==> config.mk <==
export PLATFORM = sky130hd
export DESIGN_NAME = rom_program_sequencer
export DESIGN_NICKNAME = d
export VERILOG_FILES = /design/src/rtl/rom_program_sequencer.sv
export SDC_FILE = /design/constraint.sdc
export NUM_CORES = 1
export LEC_CHECK = 0
export CAP_MARGIN = 5
export CORE_ASPECT_RATIO = 0.6
export CORE_UTILIZATION = 46
export DETAILED_ROUTE_END_ITERATION = 8
export GPL_TIMING_DRIVEN = 0
export PLACE_DENSITY = 0.79
export SETUP_SLACK_MARGIN = 0.1
export SYNTH_ARGS = -nofsm -noshare
export SYNTH_HDL_FRONTEND = slang
export SYNTH_SLANG_ARGS = --single-unit
==> constraint.sdc <==
create_clock -name clk -period 1.85 [get_ports clk]
set_input_delay 0.555 -clock clk [delete_from_list [all_inputs] [get_ports clk]]
set_output_delay 0.555 -clock clk [all_outputs]
set_load 0.02 [all_outputs]
==> src/rtl/rom_program_sequencer.sv <==
// Fetch/execute controller: walks a ROM program, decodes each instruction and handshakes
// with the ALU, register file and I/O. Optional single-step gating via SEQ_STEP_EN.
module rom_program_sequencer #(
    parameter int unsigned MAX_ADDR    = 255,
    parameter int unsigned ALU_TIMEOUT = 16
) (
    input  logic       clk,
    input  logic       reset_n,
`ifdef SEQ_STEP_EN
    input  logic       step,
`endif
    input  logic       start,
    input  logic [1:0] prog_in,
    output logic [1:0] rom_prog,
    output logic [7:0] rom_addr,
    input  logic [7:0] rom_instr,
    output logic [3:0] alu_op,
    output logic [1:0] alu_rs1,
    output logic [1:0] alu_rs2,
    output logic       alu_start,
    input  logic       alu_done,
    output logic       rf_wr_en,
    output logic [1:0] rf_wr_sel,
    output logic [1:0] rf_src,
    output logic       in_ready,
    input  logic       in_valid,
    output logic       out_valid,
    output logic [1:0] out_sel,
    input  logic       out_ready,
    output logic       busy,
    output logic       done,
    output logic       err
);

    localparam int unsigned TW = $clog2(ALU_TIMEOUT + 1);

    typedef enum logic [2:0] {
        StIdle, StFetch, StExec, StWaitAlu, StWaitIn, StWaitOut, StDone, StHold
    } state_e;

    state_e          state_q, state_d, fetch_st;
    logic [7:0]      pc_q, pc_d;
    logic [7:0]      ir_q, ir_d;
    logic [1:0]      prog_q, prog_d;
    logic            err_q, err_d;
    logic [TW-1:0]   tmo_q, tmo_d;
    logic            early_q, early_d;
    logic            adv;
    logic [3:0]      op;
    logic            is_alu;

    assign op     = ir_q[7:4];
    assign is_alu = (op[3] == 1'b0) || (op == 4'b1100) || (op == 4'b1101);

`ifdef SEQ_STEP_EN
    assign fetch_st = step ? StFetch : StHold;
`else
    assign fetch_st = StFetch;
`endif

    always_ff @(posedge clk) begin
        if (!reset_n) begin
            state_q <= StIdle;
            pc_q    <= '0;
            ir_q    <= '0;
            prog_q  <= '0;
            err_q   <= 1'b0;
            tmo_q   <= '0;
            early_q <= 1'b0;
        end else begin
            state_q <= state_d;
            pc_q    <= pc_d;
            ir_q    <= ir_d;
            prog_q  <= prog_d;
            err_q   <= err_d;
            tmo_q   <= tmo_d;
            early_q <= early_d;
        end
    end

    always_comb begin
        state_d = state_q;
        pc_d    = pc_q;
        ir_d    = ir_q;
        prog_d  = prog_q;
        err_d   = err_q;
        tmo_d   = tmo_q;
        early_d = early_q;
        adv     = 1'b0;
        case (state_q)
            StIdle: begin
                if (start) begin
                    prog_d  = prog_in;
                    pc_d    = '0;
                    err_d   = 1'b0;
                    state_d = fetch_st;
                end
            end
`ifdef SEQ_STEP_EN
            StHold: begin
                if (step) state_d = StFetch;
            end
`endif
            StFetch: begin
                ir_d    = rom_instr;
                state_d = StExec;
            end
            StExec: begin
                if (is_alu) begin
                    // A done that coincides with the launch pulse must not be lost.
                    early_d = alu_done;
                    tmo_d   = '0;
                    state_d = StWaitAlu;
                end else begin
                    case (op)
                        4'b1001, 4'b1010: state_d = StWaitIn;
                        4'b1011:          state_d = StWaitOut;
                        default:          adv = 1'b1;
                    endcase
                end
            end
            StWaitAlu: begin
                if (alu_done || early_q) begin
                    adv = 1'b1;
                end else if (tmo_q == TW'(ALU_TIMEOUT - 1)) begin
                    err_d   = 1'b1;
                    state_d = StDone;
                end else begin
                    tmo_d = tmo_q + 1'b1;
                end
            end
            StWaitIn: begin
                if (in_valid) adv = 1'b1;
            end
            StWaitOut: begin
                if (out_ready) state_d = StDone;
            end
            StDone:  state_d = StIdle;
            default: state_d = StIdle;
        endcase

        if (adv) begin
            if (pc_q == 8'(MAX_ADDR)) begin
                err_d   = 1'b1;
                state_d = StDone;
            end else begin
                pc_d    = pc_q + 8'd1;
                state_d = fetch_st;
            end
        end
    end

    always_comb begin
        rom_prog  = prog_q;
        rom_addr  = pc_q;
        alu_op    = op;
        alu_rs1   = ir_q[3:2];
        alu_rs2   = ir_q[1:0];
        rf_wr_sel = ir_q[3:2];
        out_sel   = ir_q[3:2];
        rf_src    = 2'b00;
        alu_start = 1'b0;
        rf_wr_en  = 1'b0;
        in_ready  = 1'b0;
        out_valid = 1'b0;
        busy      = (state_q != StIdle);
        done      = (state_q == StDone);
        err       = err_q;
        case (state_q)
            StExec: begin
                alu_start = is_alu;
                rf_wr_en  = (op == 4'b1000);
            end
            StWaitIn: begin
                in_ready = 1'b1;
                rf_wr_en = in_valid;
                rf_src   = (op == 4'b1001) ? 2'b01 : 2'b10;
            end
            StWaitOut: out_valid = 1'b1;
            default: ;
        endcase
    end

endmodule

==> results of run 1 <==
[worst max-delay path, cell delays in order (launching register included)]
cell and delay (ns):
dfxtp_4 0.37, buf_6 0.12, nor3b_4 0.24, a21boi_4 0.28, buf_6 0.15
[synth_stat cells, types with 2 or more instances]
library cell   n
a21oi_1        7
a31oi_1        2
and2_1         2
and3_1         8
and3b_1        3
buf_2          2
buf_4          4
clkbuf_1       2
dfxtp_1       28
ha_1           3
inv_1          4
mux2i_1       14
nand2_1       11
nand2b_1       4
nand3_1        7
nand3b_1       5
nand4_1        2
nor2_1        18
nor3_1         2
nor3b_1        4
o211ai_1       3
o21ai_0        5
o21ai_1        2
o221ai_1       2
o22ai_1        2
or3_1          2
xor2_1         2
[path summary, 6_finish.rpt]
| path | start | end | cells past startpoint |
|---|---|---|---|
| setup / recovery | state_q[2] | alu_start | 4 |
| hold / removal | rom_prog[1] | rom_prog[1] | 2 |
| hold reg to reg | rom_prog[1] | rom_prog[1] | 2 |
| setup reg to reg | state_q[2] | rom_addr[2] | 8 |
[report_power, final]
part | internal [mW] | total [mW] | switching (mW)
logic | 0.792 | 1.64 | 0.852
registers | 0.715 | 0.846 | 0.131
clock network | 0.191 | 0.385 | 0.194
[timing repair]
item | CTS | global route
cloned | 1 | 0
pin swaps | 7 | 16
setup buffers | 12 | 8
endpoints found under the setup margin | 53 | 22
gates resized for setup | 94 | 33
[cell usage in the layout (no fill, tap or decap), drive strengths merged, types with 2 or more instances in the layout]
cell,instances
a21oi,7
o22ai,2
ha,3
nand2,11
clkdlybuf4s50,13
nand3,7
xor2,2
and2,2
o211ai,3
nand4,2
nand3b,5
mux2i,14
nor3,2
o221ai,2
o21ai,8
nor3b,6
a31oi,3
nor2,18
and3,8
clkbuf,5
nand2b,4
inv,4
a21boi,2
and3b,3
dfxtp,28
dlygate4sd2,25
or3,2
buf,36
[layer usage]
metal	routed length, um	vias up	global-route usage [%]	share of wire (%)
met2	2582	96	42.70	46
met3	498	30	6.931	8.9
met1	2298	802	32.63	41
met4	203	0	1.923	3.6
li1	-	753	-	-
met5	0	-	0	0
[sequential cells by signal, summed over array words and instances (netlist names)]
signal,count
err,1
rom_prog,2
rom_addr,8
ir_q,8
early_q,1
tmo_q,5
state_q,3
[layout make-up]
class                           instances  area, um2
Multi-Input combinational cell        128       1059
Timing Repair Buffer                   66      588.1
Buffer                                  9      76.32
Clock buffer                            4      55.05
Tap cell                               42      52.55
Fill cell                             172      585.6
Sequential cell                        28      585.6
Inverter                                5      20.02
[through the flow]
step	setup slack [ns]	setup TNS, ns
6_report	-0.1483	-0.3128
2_1_floorplan	0.1337	0
5_1_grt	-0.2045	-0.6459
3_3_place_gp	-0.5447	-7.574
3_5_place_dp	-0.5486	-8.793
4_1_cts	-0.09802	-0.1335
[logic make-up after synthesis]
group	after synthesis	share of synthesized area, %
AOI/OAI and AO/OA	33	16.75
and+or+nand+nor	74	27.53
DFF	28	36.60
muxes	15	9.885
buffers and inverters	14	5.065
adders and majority gates	3	2.451
xor gates and xnor gates	3	1.716
==> results.json, run 1 <==
{
  "row_count": 15,
  "period_minus_slack_ns": 1.998,
  "cts.clk_slew.worst_paths_ns": 0.10,
  "cts_tree": "built",
  "dp_cells": 258,
  "grt_max_degree": 16,
  "synth-edff-count": 0,
  "total_power_mw": 2.875,
  "antenna_found_initial": 0,
  "grt_pass1_vias": 1381,
  "htree_levels": 1,
  "hold_violations": 0,
  "dp_hpwl_um": 3072,
  "synth-main-ff-cell": "dfxtp_1",
  "cp_data_arrival_time_ns": 1.44,
  "route.detailed.drc": 0,
  "synth.avg_cell_area_um2": 9.009,
  "p_per_area_nw_per_um2": 1180,
  "yosysSeqAreaShare_pct": 36.60,
  "startpoint_type": "flop",
  "clk_path_buf_depth": 2,
  "design_area_um2": 2436,
  "placed_area_um2": 2057,
  "die_x_um": 76.49,
  "antennaDiodeCount": 0,
  "gp_congestion": 0.9146,
  "crit_required_ns": 1.29,
  "grt_usage_pct": 24.74,
  "mappedNetlistArea_um2": 1531,
  "finalCritPeriodShare_pct": 108.0,
  "cts_root_buf": "clkbuf_8",
  "layout-drive-gt1-share_pct": 35.00,
  "hold_path_class": "flop to flop",
  "final_cells": 282,
  "setup_slack_ns": -0.1483,
  "r2r_slack_ns": 0,
  "p_leak_nw": 1.072,
  "slew_viol_final": 0,
  "ys_ff_latch": 28,
  "insertion_delay_ns": 0.28,
  "wl_per_cell_um": 19.80,
  "peakVddDrop_mv": 0.6563,
  "drt_first_pass_iters": 5,
  "synth_nets": 189,
  "start_util_pct": 50.68,
  "fin_nets": 260,
  "critPathMaxFanout": 4,
  "io_buffers": 46,
  "numCtsBuffers": 3,
  "fin_util_pct": 80.62,
  "syn-instance-count": 170,
  "ios": 47,
  "grt_overflow": 0,
  "synth_top_area_cell": "dfxtp_1",
  "post_synth_num_cell_types": 47,
  "clock.fmax_mhz": 500.4,
  "crit_type": "flop to primary output",
  "async_reset_ff_share_pct": 0,
  "worst_pin_slew_ns": 0.4852,
  "viasPerCell": 5.961,
  "violations": "setup timing",
  "finalWirelength_um": 5583,
  "synthTopCellsByArea": "dfxtp_1 37%, mux2i_1 9.2%, nor2_1 4.4%, and3_1 3.3%, nand2_1 2.7%",
  "max_cap_viol_count": 0,
  "setup_viol": 4,
  "clock_skew_ns": 0.007758,
  "rsz0062_at_grt": "yes",
  "via_count": 1681,
  "cts.hold.buffers_added": 0,
  "postRouteAntennaNets": 0,
  "coreArea_um2": 3022,
  "area_growth_pct": 59.07,
  "status": "finished with violations",
  "drt-initial-drc-count": 121,
  "timing.hold.ws_ns": 0.4638,
  "endpoint_kind": "primary output",
  "max_slew_margin_pct": 67.65,
  "dieArea_um2": 3572,
  "clock_sinks": 28,
  "die_h_um": 46.70,
  "synth_top_area_share_pct": 36.60,
  "ys_warn_count": 0,
  "grt_pass1_wl_um": 6672
}
Power figures use the tool's default switching activity.
==> run 2: changes to the inputs <==
--- a/config.mk
+++ b/config.mk
@@ -7,10 +7,11 @@
 export LEC_CHECK = 0
 export CAP_MARGIN = 5
 export CORE_ASPECT_RATIO = 0.6
-export CORE_UTILIZATION = 46
+export CORE_UTILIZATION = 55
 export DETAILED_ROUTE_END_ITERATION = 8
+export DONT_BUFFER_PORTS = 1
 export GPL_TIMING_DRIVEN = 0
-export PLACE_DENSITY = 0.79
+export PLACE_DENSITY = 0.7
 export SETUP_SLACK_MARGIN = 0.1
 export SYNTH_ARGS = -nofsm -noshare
 export SYNTH_HDL_FRONTEND = slang
==> constraint.sdc (replaced) <==
create_clock -name clk -period 2.5 [get_ports clk]
set_input_delay 0.75 -clock clk [delete_from_list [all_inputs] [get_ports clk]]
set_output_delay 0.75 -clock clk [all_outputs]
set_load 0.02 [all_outputs]
==> run 2 against run 1 <==
Compared with the run above: the run now ends clean; routed wire length is 38% lower; total power is 42% lower; worst hold slack better by 0.048 ns; die area is 16% lower; first-iteration DRC count is 15% lower; via count is 24% lower; global-route usage is 0.61 points lower; sequential power is 23% lower; non-clock buffer count is 66 lower; setup slack better by 0.32 ns; clock power is 7.0% lower; critical endpoint is now busy.
==> results.json, run 2 (same netlist as run 1, synthesis figures left out) <==
{
  "slew_viol_final": 0,
  "final_cell_mix": "27 x dfxtp_1, 18 x nor2_1, 14 x mux2i_1, 11 x nand2_1, 8 x and3_1",
  "grt_overflow": 0,
  "path_cells": "buf_2 -> nor3_1 -> inv_1",
  "fin_nets": 194,
  "dieArea_um2": 3007,
  "cts.hold.buffers_added": 0,
  "p_per_area_nw_per_um2": 1002,
  "gp_congestion": 0.8462,
  "die_h_um": 42.88,
  "antenna_found_initial": 0,
  "viasPerCell": 6.204,
  "coreArea_um2": 2575,
  "insertion_delay_ns": 0.28,
  "worst_pin_slew_ns": 0.5997,
  "layout-drive-gt1-share_pct": 13.22,
  "via_count": 1278,
  "wl_per_cell_um": 16.89,
  "row_count": 14,
  "area_growth_pct": 8.007,
  "critPathMaxFanout": 10,
  "startpoint_type": "flop",
  "fill_cells": 229,
  "max_cap_viol_count": 0,
  "dp_hpwl_um": 2654,
  "rsz0062_at_grt": "yes",
  "endpoint_kind": "primary output",
  "design_area_um2": 1654,
  "clock.fmax_mhz": 430.1,
  "hold_violations": 0,
  "crit_family": "simple AND/OR/NAND/NOR gates",
  "grt_pass1_vias": 1151,
  "ios": 47,
  "cts_root_buf": "clkbuf_8",
  "grt_usage_pct": 24.13,
  "clock_sinks": 28,
  "p_leak_nw": 0.6517,
  "clock_skew_ns": 0.005394,
  "cp_data_arrival_time_ns": 1.57,
  "finalWirelength_um": 3480,
  "hold_path_class": "flop to flop",
  "htree_levels": 1,
  "placed_area_um2": 1572,
  "route.detailed.drc": 0,
  "grt_max_degree": 17,
  "clk_path_buf_depth": 2,
  "r2r_slack_ns": 0.45,
  "drt_first_pass_iters": 4,
  "die_x_um": 70.13,
  "crit_required_ns": 1.75,
  "grt_pass1_wl_um": 5547,
  "final_common_cell": "dfxtp_1",
  "timing.hold.ws_ns": 0.5113,
  "max_stage_delay_ns": 0.48,
  "cts.clk_slew.worst_paths_ns": 0.10,
  "fin_util_pct": 64.24,
  "peakVddDrop_mv": 0.5298,
  "max_slew_margin_pct": 59.71,
  "worst-path-buf-inv": 2,
  "numCtsBuffers": 3,
  "postRouteAntennaNets": 0,
  "status": "finished, final reports clean",
  "start_util_pct": 59.48,
  "drt-initial-drc-count": 103,
  "crit_type": "flop to primary output",
  "antennaDiodeCount": 0,
  "io_buffers": 0,
  "cts_tree": "built",
  "finalCritPeriodShare_pct": 93.00,
  "slowest_stage": "nor3_1",
  "period_minus_slack_ns": 2.325,
  "setup_viol": 0,
  "setup_tns_ns": 0
}
[run 2: cell types whose count changed in the layout (fill, tap and decap cells not counted), sizes merged]
cell / previous run / this run
clkdlybuf4s50: 13 / 0
dlygate4sd2: 25 / 0
bufinv: 0 / 1
buf: 36 / 7
[run 2: final cells by class]
| class | instances | area (um2) | share of cell area, % |
|---|---|---|---|
| Sequential cell | 28 | 561.8 | 33.96 |
| Inverter | 5 | 18.77 | 1.135 |
| Clock buffer | 3 | 41.29 | 2.496 |
| Clock inverter | 1 | 30.03 | 1.815 |
| Multi-Input combinational cell | 128 | 903.4 | 54.61 |
| Tap cell | 32 | 40.04 | 2.421 |
| Buffer | 9 | 58.81 | 3.555 |
[run 2: per-stage QoR]
step / setup slack (ns) / instances / power (mW)
6_report: 0.1751 / 206 / 1.658
5_1_grt: 0.06742 / 206 / 1.743
4_1_cts: 0.1266 / 206 / 1.658
3_5_place_dp: 0.2263 / 202 / 1.285
3_3_place_gp: 0.2563 / 202 / 1.261
2_1_floorplan: 0.3748 / 170 / 1.166
[run 2: layer usage]
| layer | global-route usage [%] | vias to the layer above | part of all wire, % |
|---|---|---|---|
| met4 | 7.600 | 0 | 0.98 |
| met3 | 5.701 | 4 | 7.3 |
| li1 | - | 622 | - |
| met1 | 34.75 | 603 | 49 |
| met5 | 0 | - | 0 |
| met2 | 35.58 | 49 | 42 |
[run 2: path summary, 6_finish.rpt]
path                   start          end  cells after the start
setup reg to reg  state_q[1]  rom_addr[4]                      6
hold reg to reg     tmo_q[4]     tmo_q[4]                      2
setup / recovery  state_q[1]         busy                      3
hold / removal      tmo_q[4]     tmo_q[4]                      2
[run 2: worst register-to-register path, cell delays in order (launching register included)]
cell,delay (ns)
dfxtp_1,0.37
buf_2,0.20
nor3_1,0.48
nand2_1,0.31
nand2_1,0.23
o22ai_1,0.09
mux2_2,0.27
[run 2: report_power, final]
part,internal (mW),switching (mW)
Combinational,0.264,0.385
Clock,0.214,0.143
Sequential,0.512,0.139
[run 2: timing repair]
| item | in CTS | in global routing |
|---|---|---|
| pin swaps | 0 | 0 |
| endpoints found under the setup margin | 2 | 2 |
| buffers inserted | 0 | 0 |
| gates cloned | 0 | 0 |
| hold endpoints to repair | 0 | 0 |
| resized for setup | 4 | 1 |
==> run 3: changes to the inputs <==
--- a/config.mk
+++ b/config.mk
@@ -8,10 +8,11 @@
 export CAP_MARGIN = 5
 export CORE_ASPECT_RATIO = 0.6
 export CORE_UTILIZATION = 55
+export CTS_CLUSTER_SIZE = 24
 export DETAILED_ROUTE_END_ITERATION = 8
 export DONT_BUFFER_PORTS = 1
 export GPL_TIMING_DRIVEN = 0
-export PLACE_DENSITY = 0.7
+export PLACE_DENSITY = 0.81
 export SETUP_SLACK_MARGIN = 0.1
 export SYNTH_ARGS = -nofsm -noshare
 export SYNTH_HDL_FRONTEND = slang
==> run 3 against run 2 <==
Compared with the run above: core utilization rose by 0.19 points; clock-buffer cell count did not move; clock power barely moved; sequential power barely moved; total power rose by 0.87%; via count fell by 0.16%; final area rose by 0.30%; critical endpoint is now out_valid; largest cell class unchanged.
==> results.json, run 3 (same netlist as run 1, synthesis figures left out) <==
{
  "status": "finished, final reports clean",
  "ios": 47,
  "finalCritPeriodShare_pct": 93.19,
  "die_h_um": 42.88,
  "grt_usage_pct": 23.99,
  "die_x_um": 70.13,
  "peakVddDrop_mv": 0.5172,
  "dr_wl_met3_um": 268,
  "postRouteAntennaNets": 0,
  "slew_viol_final": 0,
  "crit_required_ns": 1.75,
  "startpoint_type": "flop",
  "hold_violations": 0,
  "total_power_mw": 1.672,
  "wl_met2_um": 1618,
  "dp_hpwl_um": 2633,
  "p_leak_nw": 0.6533,
  "io_buffers": 0,
  "setup_viol": 0,
  "dp_cells": 202,
  "cp_data_arrival_time_ns": 1.58,
  "rsz0062_at_grt": "yes",
  "path_cells": "clkbuf_1 -> and3b_1",
  "p_int_uw": 993.9,
  "p_switching_uw": 678.3,
  "clock_sinks": 28,
  "viasPerCell": 6.194,
  "power.share.combinational_pct": 39.4,
  "wl_per_cell_um": 17.24,
  "via_count": 1276,
  "worst-path-buf-inv": 1,
  "max_slew_margin_pct": 64.28,
  "fin_nets": 194,
  "antenna_found_initial": 0,
  "grt_max_degree": 17,
  "clkPwrFrac_pct": 21.5,
  "drt-initial-drc-count": 170,
  "cts.hold.buffers_added": 0,
  "dp_slack_ns": 0.2219,
  "final_common_cell": "dfxtp_1",
  "max_cap_viol_count": 0,
  "seqPwrFrac_pct": 39.1,
  "drt_first_pass_iters": 4,
  "clock.fmax_mhz": 429.2,
  "coreArea_um2": 2575,
  "grt_pass1_wl_um": 5540,
  "fin_util_pct": 64.43,
  "route.detailed.drc": 0,
  "area_growth_pct": 8.333,
  "cts_root_buf": "clkbuf_8",
  "setup_tns_ns": 0,
  "grt_overflow": 0,
  "antennaDiodeCount": 0,
  "cts.clk_slew.worst_paths_ns": 0.09,
  "critPathMaxFanout": 10,
  "final_cells": 206,
  "slowest_stage": "dfxtp_1",
  "numCtsBuffers": 3,
  "grt_pass1_vias": 1121,
  "cts_tree": "built",
  "start_util_pct": 59.48,
  "max_stage_delay_ns": 0.56,
  "postCtsSetupRepairBufs": 0,
  "gp_congestion": 0.8568,
  "crit_type": "flop to primary output",
  "finalWirelength_um": 3552,
  "crit_family": "flip-flops",
  "clk_path_buf_depth": 2,
  "htree_levels": 1,
  "wl_met1_um": 1651,
  "worst_pin_slew_ns": 0.5327,
  "layout-drive-gt1-share_pct": 13.79,
  "setup_slack_ns": 0.1701,
  "insertion_delay_ns": 0.28,
  "dieArea_um2": 3007,
  "p_per_area_nw_per_um2": 1008,
  "hold_path_class": "flop to flop",
  "period_minus_slack_ns": 2.330,
  "clock_skew_ns": 0.001703,
  "row_count": 14,
  "endpoint_kind": "primary output",
  "fill_cells": 212,
  "top_layer": "met4",
  "final_cell_mix": "27 x dfxtp_1, 18 x nor2_1, 14 x mux2i_1, 11 x nand2_1, 8 x and3_1",
  "switching_share_pct": 40.56
}
## run 3: final cells by class
cell class	count	area [um2]	area share [%]
Clock buffer	3	41.29	2.489
Inverter	5	18.77	1.131
Sequential cell	28	561.8	33.86
Buffer	9	58.81	3.544
Multi-Input combinational cell	128	908.4	54.75
Tap cell	32	40.04	2.413
Clock inverter	1	30.03	1.810
## run 3: per-layer routing
metal	track usage, %	vias to the layer above
li1	-	621
met1	33.83	596
met2	36.35	56
met3	7.838	3
met4	4.000	0
met5	0	-
## run 3: power by group through the flow
stage | clock network [mW] | logic [mW] | registers [mW]
after global routing | 0.383 | 0.707 | 0.666
final | 0.360 | 0.659 | 0.654
after detailed placement | 0 | 0.630 | 0.655
after global placement | 0 | 0.609 | 0.648
after floorplan | 0 | 0.533 | 0.633
after CTS | 0.366 | 0.648 | 0.653
## run 3: final timing paths
check        depth (start not counted)          end        start  slack [ns]
max                                  2    out_valid   state_q[0]        0.17
min                                  2     tmo_q[4]     tmo_q[4]        0.51
max reg2reg                          6  rom_addr[7]  rom_addr[0]        0.49
min reg2reg                          2     tmo_q[4]     tmo_q[4]        0.51
## run 3: stage by stage
step	cell area [um2]	hold slack, ns
finish	1659	0.5076
global route	1659	0.5606
CTS	1654	0.5161
detailed placement	1572	0.4918
global placement	1572	0.4807
floorplan	1531	0.4638
## run 3: worst min-delay path, cell delays in order (launching register included)
cell     delay [ns]
dfxtp_1        0.34
mux2i_1        0.07
nor2_1         0.07
## run 3: timing repair
| item | CTS | global route |
|---|---|---|
| setup endpoints to repair | 2 | 1 |
| resized for setup | 5 | 1 |
| pin swaps | 0 | 0 |
==> RTL change: new RTL, config.mk and constraints of run 1 <==
Reset style: asynchronous (`reset_n`), changed in one clocked block.
--- a/src/rtl/rom_program_sequencer.sv
+++ b/src/rtl/rom_program_sequencer.sv
@@ -58,7 +58,7 @@
     assign fetch_st = StFetch;
 `endif
 
-    always_ff @(posedge clk) begin
+    always_ff @(posedge clk or negedge reset_n) begin
         if (!reset_n) begin
             state_q <= StIdle;
             pc_q    <= '0;
Check against the original RTL: differs if reset_n is asserted again (counterexample within 4 cycles, from zero or initial values and one cycle with reset_n low); with reset_n held inactive, the same outputs for 10 cycles.
==> RTL change against run 1 <==
- the flow still finishes with violations (negative setup slack)
- routed wire length rose by 24%
- largest power group unchanged
- clock skew rose by 0.0047 ns
- sequential cell count did not move
- sequential power increased by 31%
- count of clock-buffer cells in the layout stayed put
- area after synthesis up 0.57%
- total power rose by 67%
- cell area increased by 13%
- worst setup slack worse by 0.13 ns
- die area is 0.54% higher
==> RTL change: results (changes against run 1) <==
metric,value,unit,change
outcome,"complete, but fails checks",,
violations,negative setup slack,,
dr.pass1.iters,4,,-1
async_flop_share,1.00,,+1.00
fin_skew,0.0125,ns,+0.00471 ns
gp_congestion,0.889,,-2.8%
synth.area.top_cells,"dfrtp_1 (45%), nand2_1 (5.4%), mux2_2 (5.1%)",,
worst_path_max_delay_cell,dfrtp_2,,
grt_pass1_vias,1771,,+28%
setup_violations,19,,+15
syn_nets,180,,-4.8%
num_vias,1916,,+14%
fin_cells,298,,+5.7%
ir_drop,0.978,mV,+49%
hpwl,2790,um,-9.1%
worst_pin_slew,0.566,ns,+0.0804 ns
wire_per_inst,23.3,um,+18%
synth_compound_area_frac,0.180,,+0.0120
grt_pass1_wl,8890,um,+33%
setup_tns,-2.93,ns,-2.62 ns
fin_nets,276,,+6.2%
avgSynthCellArea,9.57,um2,+6.2%
yosys_most_used_dff,dfrtp_1,,
arrival,2.28,ns,+0.84 ns
synth_xor_area_frac,0.0114,,-0.00578
yosys.cell_types.count,45,,-4.3%
power_leakage,1.28,nW,+20%
setup_slack,-0.283,ns,-0.135 ns
synthMuxAreaShare,0.0577,,-0.0412
## RTL change: changes by cell type after synthesis, sizes merged, moves of 4 or more
cell	before	now
dfrtp	0	28
mux2i	14	1
mux2	1	7
and3	8	4
nand2	11	22
nor2	18	7
o21ai	8	13
dfxtp	28	0
nor3b	6	1
## RTL change: power groups by stage
stage / sequential [mW] / combinational (mW) / clock (mW)
CTS: 1.04 / 2.73 / 0.385
detailed placement: 1.08 / 1.97 / 0
global route: 1.12 / 3.41 / 0.424
floorplan: 1.20 / 1.10 / 0
global placement: 1.05 / 1.94 / 0
finish: 1.11 / 3.28 / 0.400
## RTL change: what timing repair did
action	4_1_cts	5_1_grt
pin swaps	22	5
gates resized for setup	127	27
buffers inserted	34	10
cloned	0	0
endpoints found under the setup margin	81	29
## RTL change: cells by family after synthesis
logic type               count (synthesis)
AO/OA/AOI/OAI                           39
multiplexers                             8
adder cells (fa/ha/maj)                  3
AND/OR/NAND/NOR                         65
XOR/XNOR                                 2
flip-flops                              28
buffers and inverters                   16
## RTL change: final cells by class
type | instances | area (um2)
Buffer | 10 | 98.8
Tap cell | 42 | 52.6
Sequential cell | 28 | 707
Fill cell | 105 | 274
Multi-Input combinational cell | 117 | 988
Timing Repair Buffer | 91 | 823
Inverter | 6 | 22.5
Clock buffer | 4 | 55.1
## RTL change: per-stage QoR
stage / power, mW / util / cell area (um2) / worst slack, ns
floorplan: 2.30 / - / 1580 / -0.0690
global placement: 2.99 / 0.693 / 2090 / -0.651
finish: 4.80 / 0.909 / 2750 / -0.283
detailed placement: 3.05 / 0.693 / 2090 / -0.668
CTS: 4.15 / 0.843 / 2550 / -0.113
global route: 4.96 / 0.909 / 2750 / -0.364
## RTL change: path summary, 6_finish.rpt
| check | end | cells after the start | slack (ns) | start |
|---|---|---|---|---|
| setup reg to reg | rom_addr[3] | 7 | -0.28 | ir_q[5] |
| max in group asynchronous | rom_addr[0] | 2 | 1.06 | reset_n |
| hold / removal | tmo_q[3] | 1 | 0.31 | reset_n |
| min in group clk | rom_prog[1] | 2 | 0.50 | rom_prog[1] |
| setup / recovery | rom_addr[3] | 7 | -0.28 | ir_q[5] |
| hold reg to reg | rom_prog[1] | 2 | 0.50 | rom_prog[1] |
## RTL change: routing by layer
metal / global-route usage / share of wire / wire (um) / up-vias
met1: 0.377 / 0.38 / 2670 / 909
met5: 0 / 0 / 0 / -
li1: - / - / - / 772
met3: 0.0835 / 0.10 / 718 / 53
met4: 0.135 / 0.056 / 390 / 0
met2: 0.634 / 0.46 / 3160 / 182
